--- src/rtl/masterqp_ctrl.sv ---
// -----------------------------------------------------------------------------
// masterqp_ctrl
//
// Per-slice master-QP sequencer for the decoder rate-control path.
// A slice is started by a one-cycle slice_start pulse which loads the clamped
// slice initial QP and the block count. The first block always issues the
// initial QP. Every subsequent block first consumes one delta (or a flatness
// override) and then issues the clamped result over a valid/ready handshake.
// After the last block's handshake slice_done pulses for one cycle.
// A slice_start in any state aborts the running slice and reloads.
//
// Optional feature macro: MASTERQP_CTRL_STATS_EN
//   defined     : qp_stall_cycles counts ISSUE cycles with masterQp_ready low,
//                 saturating, cleared by rst and slice_start.
//   not defined : qp_stall_cycles is tied to zero, no counter is built.
//
// Ports
//   clk                       : clock
//   rst                       : asynchronous active-high reset
//   bits_per_component_coded  : 0=8bpc, 1=10bpc, 2=12bpc, 3 treated as 8bpc
//   slice_start               : one-cycle slice start / abort-and-reload pulse
//   init_qp                   : slice initial QP (sampled on slice_start)
//   blocks_in_slice           : block count (sampled on slice_start, 0 -> 1)
//   delta_qp / flat_override / flat_qp : per-block update, sampled with
//                               delta_valid & delta_ready
//   delta_valid / delta_ready : delta handshake
//   masterQp / masterQp_valid / masterQp_ready : issue handshake
//   slice_done                : one-cycle pulse after the last handshake
//   qp_stall_cycles           : stall statistic (see macro above)
// -----------------------------------------------------------------------------
module masterqp_ctrl #(
   parameter int QP_W    = 8,
   parameter int DELTA_W = 6,
   parameter int CNT_W   = 16
) (
   input  logic                      clk,
   input  logic                      rst,
   input  logic [1:0]                bits_per_component_coded,
   input  logic                      slice_start,
   input  logic signed [QP_W-1:0]    init_qp,
   input  logic [CNT_W-1:0]          blocks_in_slice,
   input  logic signed [DELTA_W-1:0] delta_qp,
   input  logic                      flat_override,
   input  logic signed [QP_W-1:0]    flat_qp,
   input  logic                      delta_valid,
   output logic                      delta_ready,
   output logic signed [QP_W-1:0]    masterQp,
   output logic                      masterQp_valid,
   input  logic                      masterQp_ready,
   output logic                      slice_done,
   output logic [CNT_W-1:0]          qp_stall_cycles
);

   // One guard bit above the QP width so the add and the clamp compares
   // never wrap.
   localparam int SUM_W = QP_W + 1;

   localparam logic signed [SUM_W-1:0] QP_MAX     = SUM_W'(72);
   localparam logic signed [SUM_W-1:0] QP_MIN_8B  = SUM_W'(16);
   localparam logic signed [SUM_W-1:0] QP_MIN_10B = SUM_W'(0);
   localparam logic signed [SUM_W-1:0] QP_MIN_12B = SUM_W'(-16);

   typedef enum logic [1:0] {
      S_IDLE  = 2'd0,
      S_ISSUE = 2'd1,
      S_ACCUM = 2'd2
   } state_t;

   state_t                  r_state;
   state_t                  w_state_next;

   logic signed [QP_W-1:0]  r_qp;
   logic [CNT_W-1:0]        r_blk_cnt;
   logic                    r_valid;
   logic                    r_dready;
   logic                    r_done;

   logic signed [QP_W-1:0]  w_qp_next;
   logic [CNT_W-1:0]        w_cnt_next;
   logic                    w_valid_next;
   logic                    w_dready_next;
   logic                    w_done_next;

   logic signed [SUM_W-1:0] w_min_qp;
   logic signed [SUM_W-1:0] w_init_ext;
   logic signed [SUM_W-1:0] w_flat_ext;
   logic signed [SUM_W-1:0] w_qp_ext;
   logic signed [SUM_W-1:0] w_delta_ext;
   logic signed [SUM_W-1:0] w_sum;
   logic                    w_issue_hs;
   logic                    w_delta_hs;
   logic                    w_last_blk;

   function automatic logic signed [QP_W-1:0] clamp_qp(
      input logic signed [SUM_W-1:0] x,
      input logic signed [SUM_W-1:0] lo
   );
      logic signed [SUM_W-1:0] y;
      if (x > QP_MAX) begin
         y = QP_MAX;
      end else if (x < lo) begin
         y = lo;
      end else begin
         y = x;
      end
      return QP_W'(y);
   endfunction

   // Lower legal QP bound for the coded bit depth; encoding 3 falls back
   // to the 8 bpc range.
   always_comb begin
      case (bits_per_component_coded)
         2'd1:    w_min_qp = QP_MIN_10B;
         2'd2:    w_min_qp = QP_MIN_12B;
         default: w_min_qp = QP_MIN_8B;
      endcase
   end

   assign w_init_ext  = {init_qp[QP_W-1], init_qp};
   assign w_flat_ext  = {flat_qp[QP_W-1], flat_qp};
   assign w_qp_ext    = {r_qp[QP_W-1], r_qp};
   assign w_delta_ext = {{(SUM_W-DELTA_W){delta_qp[DELTA_W-1]}}, delta_qp};
   assign w_sum       = w_qp_ext + w_delta_ext;

   // valid is implied by ISSUE, ready by ACCUM
   assign w_issue_hs = (r_state == S_ISSUE) && masterQp_ready;
   assign w_delta_hs = (r_state == S_ACCUM) && delta_valid;
   assign w_last_blk = (r_blk_cnt == CNT_W'(1));

   // -------------------------------------------------------------------------
   // State register (plus the datapath and registered outputs)
   // -------------------------------------------------------------------------
   always_ff @(posedge clk or posedge rst) begin
      if (rst) begin
         r_state   <= S_IDLE;
         r_qp      <= '0;
         r_blk_cnt <= '0;
         r_valid   <= 1'b0;
         r_dready  <= 1'b0;
         r_done    <= 1'b0;
      end else begin
         r_state   <= w_state_next;
         r_qp      <= w_qp_next;
         r_blk_cnt <= w_cnt_next;
         r_valid   <= w_valid_next;
         r_dready  <= w_dready_next;
         r_done    <= w_done_next;
      end
   end

   // -------------------------------------------------------------------------
   // Next-state logic. slice_start wins over every other event.
   // -------------------------------------------------------------------------
   always_comb begin
      w_state_next = r_state;
      if (slice_start) begin
         w_state_next = S_ISSUE;
      end else begin
         case (r_state)
            S_IDLE:  w_state_next = S_IDLE;
            S_ISSUE: begin
               if (w_issue_hs) begin
                  w_state_next = w_last_blk ? S_IDLE : S_ACCUM;
               end
            end
            S_ACCUM: begin
               if (delta_valid) begin
                  w_state_next = S_ISSUE;
               end
            end
            default: w_state_next = S_IDLE;
         endcase
      end
   end

   // -------------------------------------------------------------------------
   // Output / datapath next values. The handshake outputs are decoded from the
   // next state so that they come straight out of flops.
   // -------------------------------------------------------------------------
   always_comb begin
      w_qp_next   = r_qp;
      w_cnt_next  = r_blk_cnt;
      w_done_next = 1'b0;
      if (slice_start) begin
         // Abort-and-reload: any pending issue is dropped, no slice_done.
         w_qp_next  = clamp_qp(w_init_ext, w_min_qp);
         w_cnt_next = (blocks_in_slice == '0) ? CNT_W'(1) : blocks_in_slice;
      end else begin
         if (w_issue_hs) begin
            w_cnt_next  = r_blk_cnt - CNT_W'(1);
            w_done_next = w_last_blk;
         end
         if (w_delta_hs) begin
            w_qp_next = flat_override ? clamp_qp(w_flat_ext, w_min_qp)
                                      : clamp_qp(w_sum, w_min_qp);
         end
      end
      w_valid_next  = (w_state_next == S_ISSUE);
      w_dready_next = (w_state_next == S_ACCUM);
   end

   assign masterQp       = r_qp;
   assign masterQp_valid = r_valid;
   assign delta_ready    = r_dready;
   assign slice_done     = r_done;

   // -------------------------------------------------------------------------
   // Optional stall statistic
   // -------------------------------------------------------------------------
`ifdef MASTERQP_CTRL_STATS_EN
   logic [CNT_W-1:0] r_stall_cnt;

   always_ff @(posedge clk or posedge rst) begin
      if (rst) begin
         r_stall_cnt <= '0;
      end else if (slice_start) begin
         r_stall_cnt <= '0;
      end else if ((r_state == S_ISSUE) && !masterQp_ready && (r_stall_cnt != '1)) begin
         r_stall_cnt <= r_stall_cnt + CNT_W'(1);
      end
   end

   assign qp_stall_cycles = r_stall_cnt;
`else
   assign qp_stall_cycles = '0;
`endif

endmodule

--- config.mk ---
export PLATFORM = sky130hd
export DESIGN_NAME = masterqp_ctrl
export DESIGN_NICKNAME = d
export VERILOG_FILES = /design/src/rtl/masterqp_ctrl.sv
export SDC_FILE = /design/constraint.sdc
export NUM_CORES = 1
export LEC_CHECK = 0
export CORE_ASPECT_RATIO = 0.7
export CORE_UTILIZATION = 55
export DETAILED_ROUTE_END_ITERATION = 16
export GPL_TIMING_DRIVEN = 1
export PLACE_DENSITY = 0.87
export SLEW_MARGIN = 15
export SYNTH_ARGS = -nofsm -noshare
export SYNTH_HDL_FRONTEND = slang
export SYNTH_SLANG_ARGS = --single-unit
--- constraint.sdc ---
create_clock -name clk -period 4.4 [get_ports clk]
set_input_delay 0.88 -clock clk [delete_from_list [all_inputs] [get_ports clk]]
set_output_delay 0.88 -clock clk [all_outputs]
set_load 0.005 [all_outputs]
==> results of run 1 <==
## logic make-up after synthesis
family / count (synthesis) / synth area share [%]
adder cells (fa/ha/maj): 21 / 9.01
AND/OR/NAND/NOR: 130 / 20.9
buffers and inverters: 49 / 8.59
multiplexers: 7 / 2.41
flip-flops: 29 / 24.1
XOR/XNOR: 7 / 2.28
other: 1 / 0.124
AO/OA/AOI/OAI: 139 / 32.6
## worst min path at each step
stage / start / cells after the start / slack, ns / endpoint
5_1_grt: r_blk_cnt[13] / 2 / 0.58 / r_blk_cnt[13]
2_1_floorplan: r_blk_cnt[14] / 2 / 0.48 / r_blk_cnt[14]
3_5_place_dp: r_blk_cnt[14] / 2 / 0.54 / r_blk_cnt[14]
6_report: r_blk_cnt[13] / 2 / 0.56 / r_blk_cnt[13]
3_3_place_gp: r_blk_cnt[13] / 2 / 0.53 / r_blk_cnt[13]
4_1_cts: r_blk_cnt[14] / 2 / 0.56 / r_blk_cnt[14]
## flip-flops by register name, indices dropped and copies added, names as in the netlist
signal	flops
r_state	2
masterQp_valid	1
r_blk_cnt	16
masterQp	8
delta_ready	1
slice_done	1
## worst min-delay path, cell delays in order (launching register included)
cell and delay [ns]:
dfrtp_1 0.38, a21oi_1 0.05, nor2_1 0.09
## area by class of cell
type	count	area [sq um]	area share [%]
clock buffer	6	72.6	1.99
clock inverter	2	10.0	0.274
multi-input combinational	320	2090	57.1
timing repair buffer	60	591	16.2
inverter	20	75.1	2.06
tap	72	90.1	2.47
sequential	29	726	19.9
## routing by layer
layer	GRT usage, %	up-vias	wire, um
li1	-	1495	-
met1	43.4	1449	3730
met2	43.1	191	3490
met3	7.50	9	931
met4	6.65	0	72
met5	0	-	0
## metrics by stage
step,power (mW),hold WS [ns]
floorplan,0.871,0.485
detailed placement,1.06,0.542
CTS,1.28,0.559
global placement,1.05,0.534
finish,1.30,0.560
global route,1.38,0.580
## cell usage after synthesis, types with 3 or more instances
library cell | n | area share, %
a211oi_1 | 3 | 0.75
a211oi_2 | 3 | 1.2
a21o_1 | 4 | 1.0
a21oi_1 | 44 | 7.3
a221o_1 | 3 | 1.0
a22oi_1 | 5 | 1.2
a31oi_1 | 3 | 0.62
buf_2 | 3 | 0.50
buf_4 | 17 | 4.2
clkbuf_1 | 7 | 0.87
dfrtp_1 | 29 | 24
ha_1 | 19 | 7.9
inv_1 | 20 | 2.5
mux2i_1 | 5 | 1.7
nand2_1 | 31 | 3.9
nand2b_1 | 6 | 1.2
nand3_1 | 7 | 1.2
nand4_1 | 3 | 0.62
nor2_1 | 44 | 5.5
nor2b_1 | 4 | 0.83
nor3_1 | 10 | 1.7
nor4_1 | 9 | 1.9
o211ai_1 | 4 | 1.0
o21ai_0 | 22 | 3.7
o21ai_1 | 3 | 0.50
o21bai_1 | 4 | 1.0
o22ai_1 | 4 | 0.83
o311ai_0 | 3 | 0.87
o31ai_1 | 8 | 2.0
xnor2_1 | 4 | 1.2
## power groups by stage
stage,Clock (mW),Sequential [mW],Combinational (mW)
CTS,0.215,0.346,0.717
detailed placement,0,0.350,0.713
finish,0.214,0.348,0.734
global route,0.227,0.353,0.799
global placement,0,0.350,0.697
floorplan,0,0.341,0.530
==> results.txt, run 1 <==
Hold Vio Cnt, Final - 0
clock-pin slew on the worst setup and hold paths - 0.07 ns
CP Max Fanout - 5
largest stage delay on the critical path - 0.51 ns
Clock power frac - 16.5%
Worst R2R Setup Slack - 0.97 ns
total gr overflow - 0
# hold bufs at CTS - 0
CP cell instances - clkdlybuf4s50_1, ha_1, fa_1, a21o_2, nand4_2, a21oi_1, o22ai_1, ha_1, nor2b_1, nand4_1, o31ai_1, nor4_1, o32ai_1
Rows - 22
Sw Pwr - 566 uW
CTS tree - yes
Iter 0 DRT Violations - 349
Worst EP arrival - 4.19 ns
wirelength, routed - 8.23 mm
utilization after layout - 69.4%
crit path time final - 4.01 ns
non-filler instance count after layout - 509
worst setup margin - 0.387 ns
Mapped Cells - 383
Area after DPL - 3570 sq um
worst r2r src - masterQp[0]
Req. time, crit path - 4.58 ns
synthesized flop and latch total - 29
Sw Share - 43.7%
Post-DRT Antenna Nets - 0
Ports - 73
Initial Utilization - 57.3%
Synth Flop Type - dfrtp_1
PD cells - 355 nW/um^2
Critical Path Start Type - input port
Async S/R FF share, synth - 100%
wire per inst - 16.2 um
Final Cell Area - 3650 sq um
worst slew pin tran - 1.06 ns
clk sink count - 29
Core Area - 5260 sq um
Via Count - 3144
post_cts resized - 0
FILL cells - 420
Die W - 90.5 um
final cycle utilization of the critical path - 91.2%
Reg power frac - 26.8%
WS Path Type - in2reg
CTS buffer count - 5
first-pass GRT wire length - 13.6 mm
RSZ-0062 raised after global routing - no
Critical R2R Capture - masterQp[4]
Slew headroom - 28.7%
YS warnings - 0
CTS max path bufs - 2
hold crit path type - reg2reg
GR Util All Layers - 29.5%
Post-CTS Setup Inserts - 0
R2R cell count - 12
clock skew - 0.00648 ns
sequential share of the synthesized area - 24.1%
CP Buf/Inv Count - 1
status - completed
fmax - 0.249 GHz
Slew Viols, Final - 0
Placed Instances - 501
Crit-path slowest cell - o31ai_1
root buf cell - clkbuf_8
Clk Latency, worst-skew pair - 0.28 ns
synthesized area - 3010 sq um
port bufs - 56
die area - 5780 sq um
dpl hpwl - 6.41 mm
nets@finish - 502
CP top delay family - compound AO/OA/AOI/OAI gates
largest net degree at the start of global routing - 33
most common cell after layout, fill and taps aside - clkdlybuf4s50_1
final setup vio count - 0
most frequent cells in the layout - 56 x clkdlybuf4s50_1, 44 x nor2_1, 44 x a21oi_1
vias in the first global route - 2833
Static Leak - 1.51 nW
number of synthesized flops with an enable pin - 0
RD Place Congestion - 1.01
combinational group share of total power - 56.6%
Layout Area Growth over Synthesis - 21.1%
maxcap violations - 0
CTS H-tree depth - 2
Worst Setup EP - masterQp[4]
initial antenna violation count - 0
crit path launch - delta_qp[0]
unique cell type count in the Yosys netlist - 68
dpl ws - 0.148 ns
Antenna Cells - 0
Critical Path Sink Type - register
setup TNS - 0 ns
Internal - 730 uW
Levels on crit path - 13
CP most frequent cell - ha_1
die height - 63.9 um
Vias per Instance - 6.18
layout cells sized above 1 - 7.09%
drt pass-1 iters - 5
Avg Synthesized Cell Area - 7.87 sq um
maximum vdd drop - 0.175 mV
DR DRC count - 0
No activity file was read; power rests on OpenSTA's default activity.
==> run 2, diff against run 1 <==
ABC_AREA = 1   (was unset)
CORE_UTILIZATION = 54   (was 55)
==> run 2 against run 1 <==
  * Design area fell by 3.7%
  * Register-to-register slack better by 0.35 ns
  * Via count is 1.6% lower
  * Sequential cell count unchanged
  * Utilization is 2.1 points higher
  * Combinational power down 27%
  * Critical path type unchanged
  * Largest cell class unchanged
  * Highest routed layer unchanged
==> results.txt, run 2 <==
Slew Viols, Final - 0
hold crit path type - reg2reg
largest net degree at the start of global routing - 32
die area - 5570 sq um
vias in the first global route - 2817
synthesized area - 2840 sq um
Avg Synthesized Cell Area - 6.61 sq um
Req. time, crit path - 4.57 ns
GR Util All Layers - 30.0%
Critical Path Sink Type - register
clock skew - 0.00543 ns
Async S/R FF share, synth - 100%
Iter 0 DRT Violations - 406
Via Count - 3095
CTS tree - yes
non-filler instance count after layout - 558
crit path time final - 3.71 ns
nets@finish - 555
most common cell after layout, fill and taps aside - nand2_1
FILL cells - 418
CP Buf/Inv Count - 3
clk sink count - 29
most frequent cells in the layout - 119 x nand2_1, 56 x inv_1, 56 x clkdlybuf4s50_1
Placed Instances - 551
dpl hpwl - 5.92 mm
wirelength, routed - 7.56 mm
Yosys top cell by area - dfrtp_1
CP Max Fanout - 6
most frequent cells after synthesis - 119 x nand2_1, 56 x inv_1, 38 x nor2_1, 29 x dfrtp_1, 29 x nand3_1
final cycle utilization of the critical path - 84.3%
ranking of synthesized cells by area - dfrtp_1 26%, nand2_1 16%, ha_1 8.4%
Rows - 21
YS warnings - 0
CP cell instances - clkdlybuf4s50_1, ha_1, fa_1, nand3_2, nand3_1, nand2_1, a22oi_1, inv_1, ha_1, inv_1, or2_2, a21oi_4, nand2_4, nand2_4, nand2_1, nand3_1, nand2_1, nand2_1, a21oi_2
Clk Latency, worst-skew pair - 0.28 ns
final setup vio count - 0
Mapped Cells - 430
Worst R2R Setup Slack - 1.32 ns
largest family of logic cells by synthesized area - simple AND/OR/NAND/NOR gates
Hold Vio Cnt, Final - 0
CP most frequent cell - nand2_1
unique cell type count in the Yosys netlist - 43
total gr overflow - 0
Area after DPL - 3430 sq um
maximum vdd drop - 0.169 mV
Tot Pwr - 1.11 mW
Antenna Cells - 0
Static Leak - 1.73 nW
WS Path Type - in2reg
fmax - 0.270 GHz
Initial Utilization - 57.9%
PD cells - 315 nW/um^2
Post-DRT Antenna Nets - 0
Post-Synth Simple-Gate Area - 34.4%
WHS - 0.540 ns
post_cts resized - 0
Biggest register - r_blk_cnt
Core Area - 4910 sq um
first-pass GRT wire length - 13.0 mm
Critical Path Start Type - input port
mux contribution to synthesized area - 0%
xor-xnor portion of the synthesized cell area - 1.23%
initial antenna violation count - 0
Worst EP arrival - 3.87 ns
port bufs - 56
CTS buffer count - 5
Layout Area Growth over Synthesis - 23.6%
root buf cell - clkbuf_8
Vias per Instance - 5.55
CTS max path bufs - 2
# hold bufs at CTS - 0
layout cells sized above 1 - 6.75%
worst slew pin tran - 0.954 ns
largest stage delay on the critical path - 0.50 ns
post-synth top area share - 25.5%
Synth Area in Adders - 9.06%
most common cell in the netlist - nand2_1
Compound-Gate Fraction of Synth Area - 16.8%
maxcap violations - 0
Crit-path slowest cell - clkdlybuf4s50_1
Final Cell Area - 3510 sq um
wire per inst - 13.5 um
Post-CTS Setup Inserts - 0
synthesized flop and latch total - 29
drt pass-1 iters - 5
CP top delay family - simple AND/OR/NAND/NOR gates
RD Place Congestion - 0.939
max reg flops - 16
Synth Flop Type - dfrtp_1
RSZ-0062 raised after global routing - no
Die W - 88.7 um
sequential share of the synthesized area - 25.5%
Slew headroom - 36.3%
CTS H-tree depth - 2
Ports - 73
status - completed
setup TNS - 0 ns
DR DRC count - 0
clock-pin slew on the worst setup and hold paths - 0.06 ns
die height - 62.7 um
number of synthesized flops with an enable pin - 0
-- run 2: cell count changes after synthesis, moves of 7 or more --
cell / previous run / this run
a31oi_1: 3 / 11
nand2_1: 31 / 119
nand3_1: 7 / 29
nand4_1: 3 / 11
inv_1: 20 / 56
nor3_1: 10 / 3
a21oi_1: 44 / 18
-- run 2: worst reg2reg max path, delay by kind of cell, from the launching register on --
kind | cells | cell delay, ns
adder cells (fa/ha/maj) | 2 | 0.67
flip-flops | 1 | 0.44
AND/OR/NAND/NOR | 11 | 1.15
AO/OA/AOI/OAI | 3 | 0.51
buffers and inverters | 3 | 0.20
-- run 2: final cells by class --
| type | count | area [sq um] | share of cell area [%] |
|---|---|---|---|
| flip-flops and latches | 29 | 726 | 20.6 |
| well taps | 69 | 86.3 | 2.46 |
| clock buffers | 7 | 86.3 | 2.46 |
| inverters | 58 | 218 | 6.19 |
| repair buffers | 60 | 591 | 16.8 |
| multi-input cells | 335 | 1810 | 51.4 |
-- run 2: kinds of logic after synthesis --
kind of cell / Yosys count
AO/OA/AOI/OAI: 73
XOR/XNOR: 4
adder cells (fa/ha/maj): 20
buffers and inverters: 81
flip-flops: 29
other: 1
AND/OR/NAND/NOR: 222
-- run 2: routing by layer --
metal / GRT usage, % / share of wire (%)
met5: 0 / 0
met4: 6.25 / 1.2
met3: 6.61 / 9.2
met2: 41.8 / 41
met1: 46.8 / 49
-- run 2: metrics by stage --
step           utilization (%)  worst slack [ns]
3_5_place_dp              69.8             0.405
4_1_cts                   71.5             0.703
6_report                  71.5             0.692
3_3_place_gp              69.8             0.544
2_1_floorplan                -              1.14
5_1_grt                   71.5             0.407
-- run 2: report_power, final --
part	internal, mW	leakage (nW)	total, mW	switching [mW]
Clock	0.124	0.0443	0.223	0.0991
Combinational	0.221	1.34	0.538	0.317
Sequential	0.304	0.354	0.345	0.0410
-- run 2: worst paths after layout --
path | from | end | cells past startpoint
worst min-delay path | r_blk_cnt[15] | r_blk_cnt[15] | 1
min in group asynchronous | rst | r_blk_cnt[4] | 2
worst max register to register | masterQp[4] | masterQp[7] | 19
worst max-delay path | delta_qp[0] | masterQp[7] | 19
max in group asynchronous | rst | r_blk_cnt[1] | 3
worst min register to register | r_blk_cnt[15] | r_blk_cnt[15] | 1
==> run 3, diff against run 2 <==
CORE_UTILIZATION = 50   (was 54)
PLACE_DENSITY = 0.81   (was 0.87)
clock period = 3.5 ns   (was 4.4 ns; I/O delays follow)
==> run 3 against run 2 <==
  * Register-to-register slack worse by 0.66 ns
  * Design area up 2.9%
  * Clock-buffer cell count unchanged
  * Hold slack worse by 0.027 ns
  * Largest power group unchanged
==> results.txt, run 3 (synthesis results as in run 2) <==
hold path startpoint - r_blk_cnt[15]
CP cell instances - clkdlybuf4s50_1, ha_1, nand2_1, inv_2, nand2_1, nand3_1, nand2_1, a22oi_1, inv_1, ha_1, inv_1, or2_2, a21oi_4, nand2_4, nand2_4, nand2_1, nand3_1, nand2_1, nand2_1, a21oi_2
Req. time, crit path - 3.68 ns
maxcap violations - 0
GR Util All Layers - 27.2%
combinational group share of total power - 46.8%
clock-pin slew on the worst setup and hold paths - 0.06 ns
CP Max Fanout - 6
hold depth - 1
RSZ-0062 raised after global routing - no
Antenna Cells - 0
total gr overflow - 0
non-filler instance count after layout - 571
Biggest register - r_blk_cnt
crit path time final - 3.24 ns
Internal - 914 uW
Post-CTS Setup Inserts - 0
max reg flops - 16
Iter 0 DRT Violations - 296
Via Count - 3099
die area - 6000 sq um
CP most frequent cell - nand2_1
CTS H-tree depth - 2
root buf cell - clkbuf_8
CTS tree - yes
Post-DRT Antenna Nets - 0
Final Cell Area - 3620 sq um
Core Area - 5370 sq um
Ports - 73
CTS buffer count - 5
Reg power frac - 28.9%
most frequent cells in the layout - 119 x nand2_1, 56 x inv_1, 56 x clkdlybuf4s50_1
port bufs - 56
WS Path Type - in2reg
Slew headroom - 56.2%
first-pass GRT wire length - 12.9 mm
clock skew - 0.00720 ns
Clk Latency, worst-skew pair - 0.29 ns
fmax - 0.309 GHz
Worst EP arrival - 3.42 ns
hold crit path type - reg2reg
drt pass-1 iters - 5
# hold bufs at CTS - 0
Worst R2R Setup Slack - 0.66 ns
DR DRC count - 0
most common cell after layout, fill and taps aside - nand2_1
Rows - 22
maximum vdd drop - 0.202 mV
vias in the first global route - 2814
initial antenna violation count - 0
Hold Crit Endpoint - r_blk_cnt[15]
final setup vio count - 0
Area after DPL - 3500 sq um
Crit-path slowest cell - clkdlybuf4s50_1
nets@finish - 564
Hold Vio Cnt, Final - 0
wire per inst - 13.3 um
largest stage delay on the critical path - 0.44 ns
Sw Share - 39.2%
die height - 65.1 um
Critical Path Start Type - input port
Clock power frac - 24.3%
clk sink count - 29
final cycle utilization of the critical path - 92.6%
status - completed
dpl hpwl - 6.16 mm
layout cells sized above 1 - 8.62%
Layout Area Growth over Synthesis - 27.1%
Vias per Instance - 5.43
Sw Pwr - 588 uW
Die W - 92.1 um
Placed Instances - 563
Critical R2R Capture - masterQp[7]
post_cts resized - 0
R2R cell count - 18
Slew Viols, Final - 0
Critical Path Sink Type - register
worst setup margin - 0.259 ns
CTS max path bufs - 2
PD cells - 416 nW/um^2
largest net degree at the start of global routing - 31
CP top delay family - simple AND/OR/NAND/NOR gates
worst slew pin tran - 0.654 ns
dpl ws - -0.0169 ns
RD Place Congestion - 0.955
CP Buf/Inv Count - 4
Static Leak - 1.79 nW
Initial Utilization - 53.0%
worst r2r src - masterQp[0]
wirelength, routed - 7.57 mm
WHS - 0.512 ns
==> run 3: changes by cell type in the layout (fill, tap and decap cells not counted), sizes merged <==
cell,change
bufinv,+1
buf,+9
==> run 3: area by class of cell <==
type / instances / area, sq um
fill: 506 / 1750
clock inverter: 1 / 30.0
inverter: 58 / 218
clock buffer: 7 / 86.3
tap: 72 / 90.1
multi-input combinational: 335 / 1810
timing repair buffer: 69 / 658
sequential: 29 / 726
==> run 3: worst max-delay path by stage <==
stage | slack (ns) | startpoint | cells after the start | to
finish | 0.26 | delta_qp[5] | 20 | masterQp[7]
global route | 0.01 | delta_qp[5] | 20 | masterQp[7]
CTS | 0.28 | delta_qp[0] | 19 | masterQp[7]
detailed placement | -0.02 | delta_qp[0] | 19 | masterQp[7]
global placement | 0.11 | delta_qp[3] | 20 | masterQp[5]
floorplan | 0.42 | delta_qp[5] | 19 | masterQp[7]
==> run 3: through the flow <==
stage | power (mW) | utilization [%] | setup TNS [ns]
2_1_floorplan | 0.899 | - | 0
3_3_place_gp | 1.11 | 65.2 | 0
3_5_place_dp | 1.13 | 65.2 | -0.0177
4_1_cts | 1.50 | 67.4 | 0
5_1_grt | 1.61 | 67.4 | 0
6_report | 1.50 | 67.4 | 0
==> run 3: layer usage <==
layer	GRT usage [%]	routed length (um)	share of wire, %
met1	39.9	3760	50
met2	41.4	3120	41
met3	4.05	578	7.6
met4	8.01	103	1.4
met5	0	0	0
==> run 3: power groups by stage <==
stage                     clock, mW  combinational (mW)  sequential [mW]
after floorplan                   0               0.479            0.420
after global placement            0               0.673            0.437
after detailed placement          0               0.691            0.439
after CTS                     0.369               0.697            0.433
after global routing          0.382               0.790            0.440
final                         0.364               0.703            0.435
==> run 3: worst reg2reg max path: stages (launching register included) <==
cell and delay (ns):
dfrtp_1 0.45, ha_1 0.23, fa_1 0.24, nand3_2 0.10, nand3_1 0.10, nand2_1 0.07, a22oi_1 0.20, inv_1 0.08
ha_1 0.28, inv_1 0.04, or2_2 0.29, a21oi_4 0.13, nand2_4 0.09, nand2_4 0.09, nand2_1 0.07, nand3_1 0.07
nand2_1 0.06, nand2_1 0.08, a21oi_2 0.05
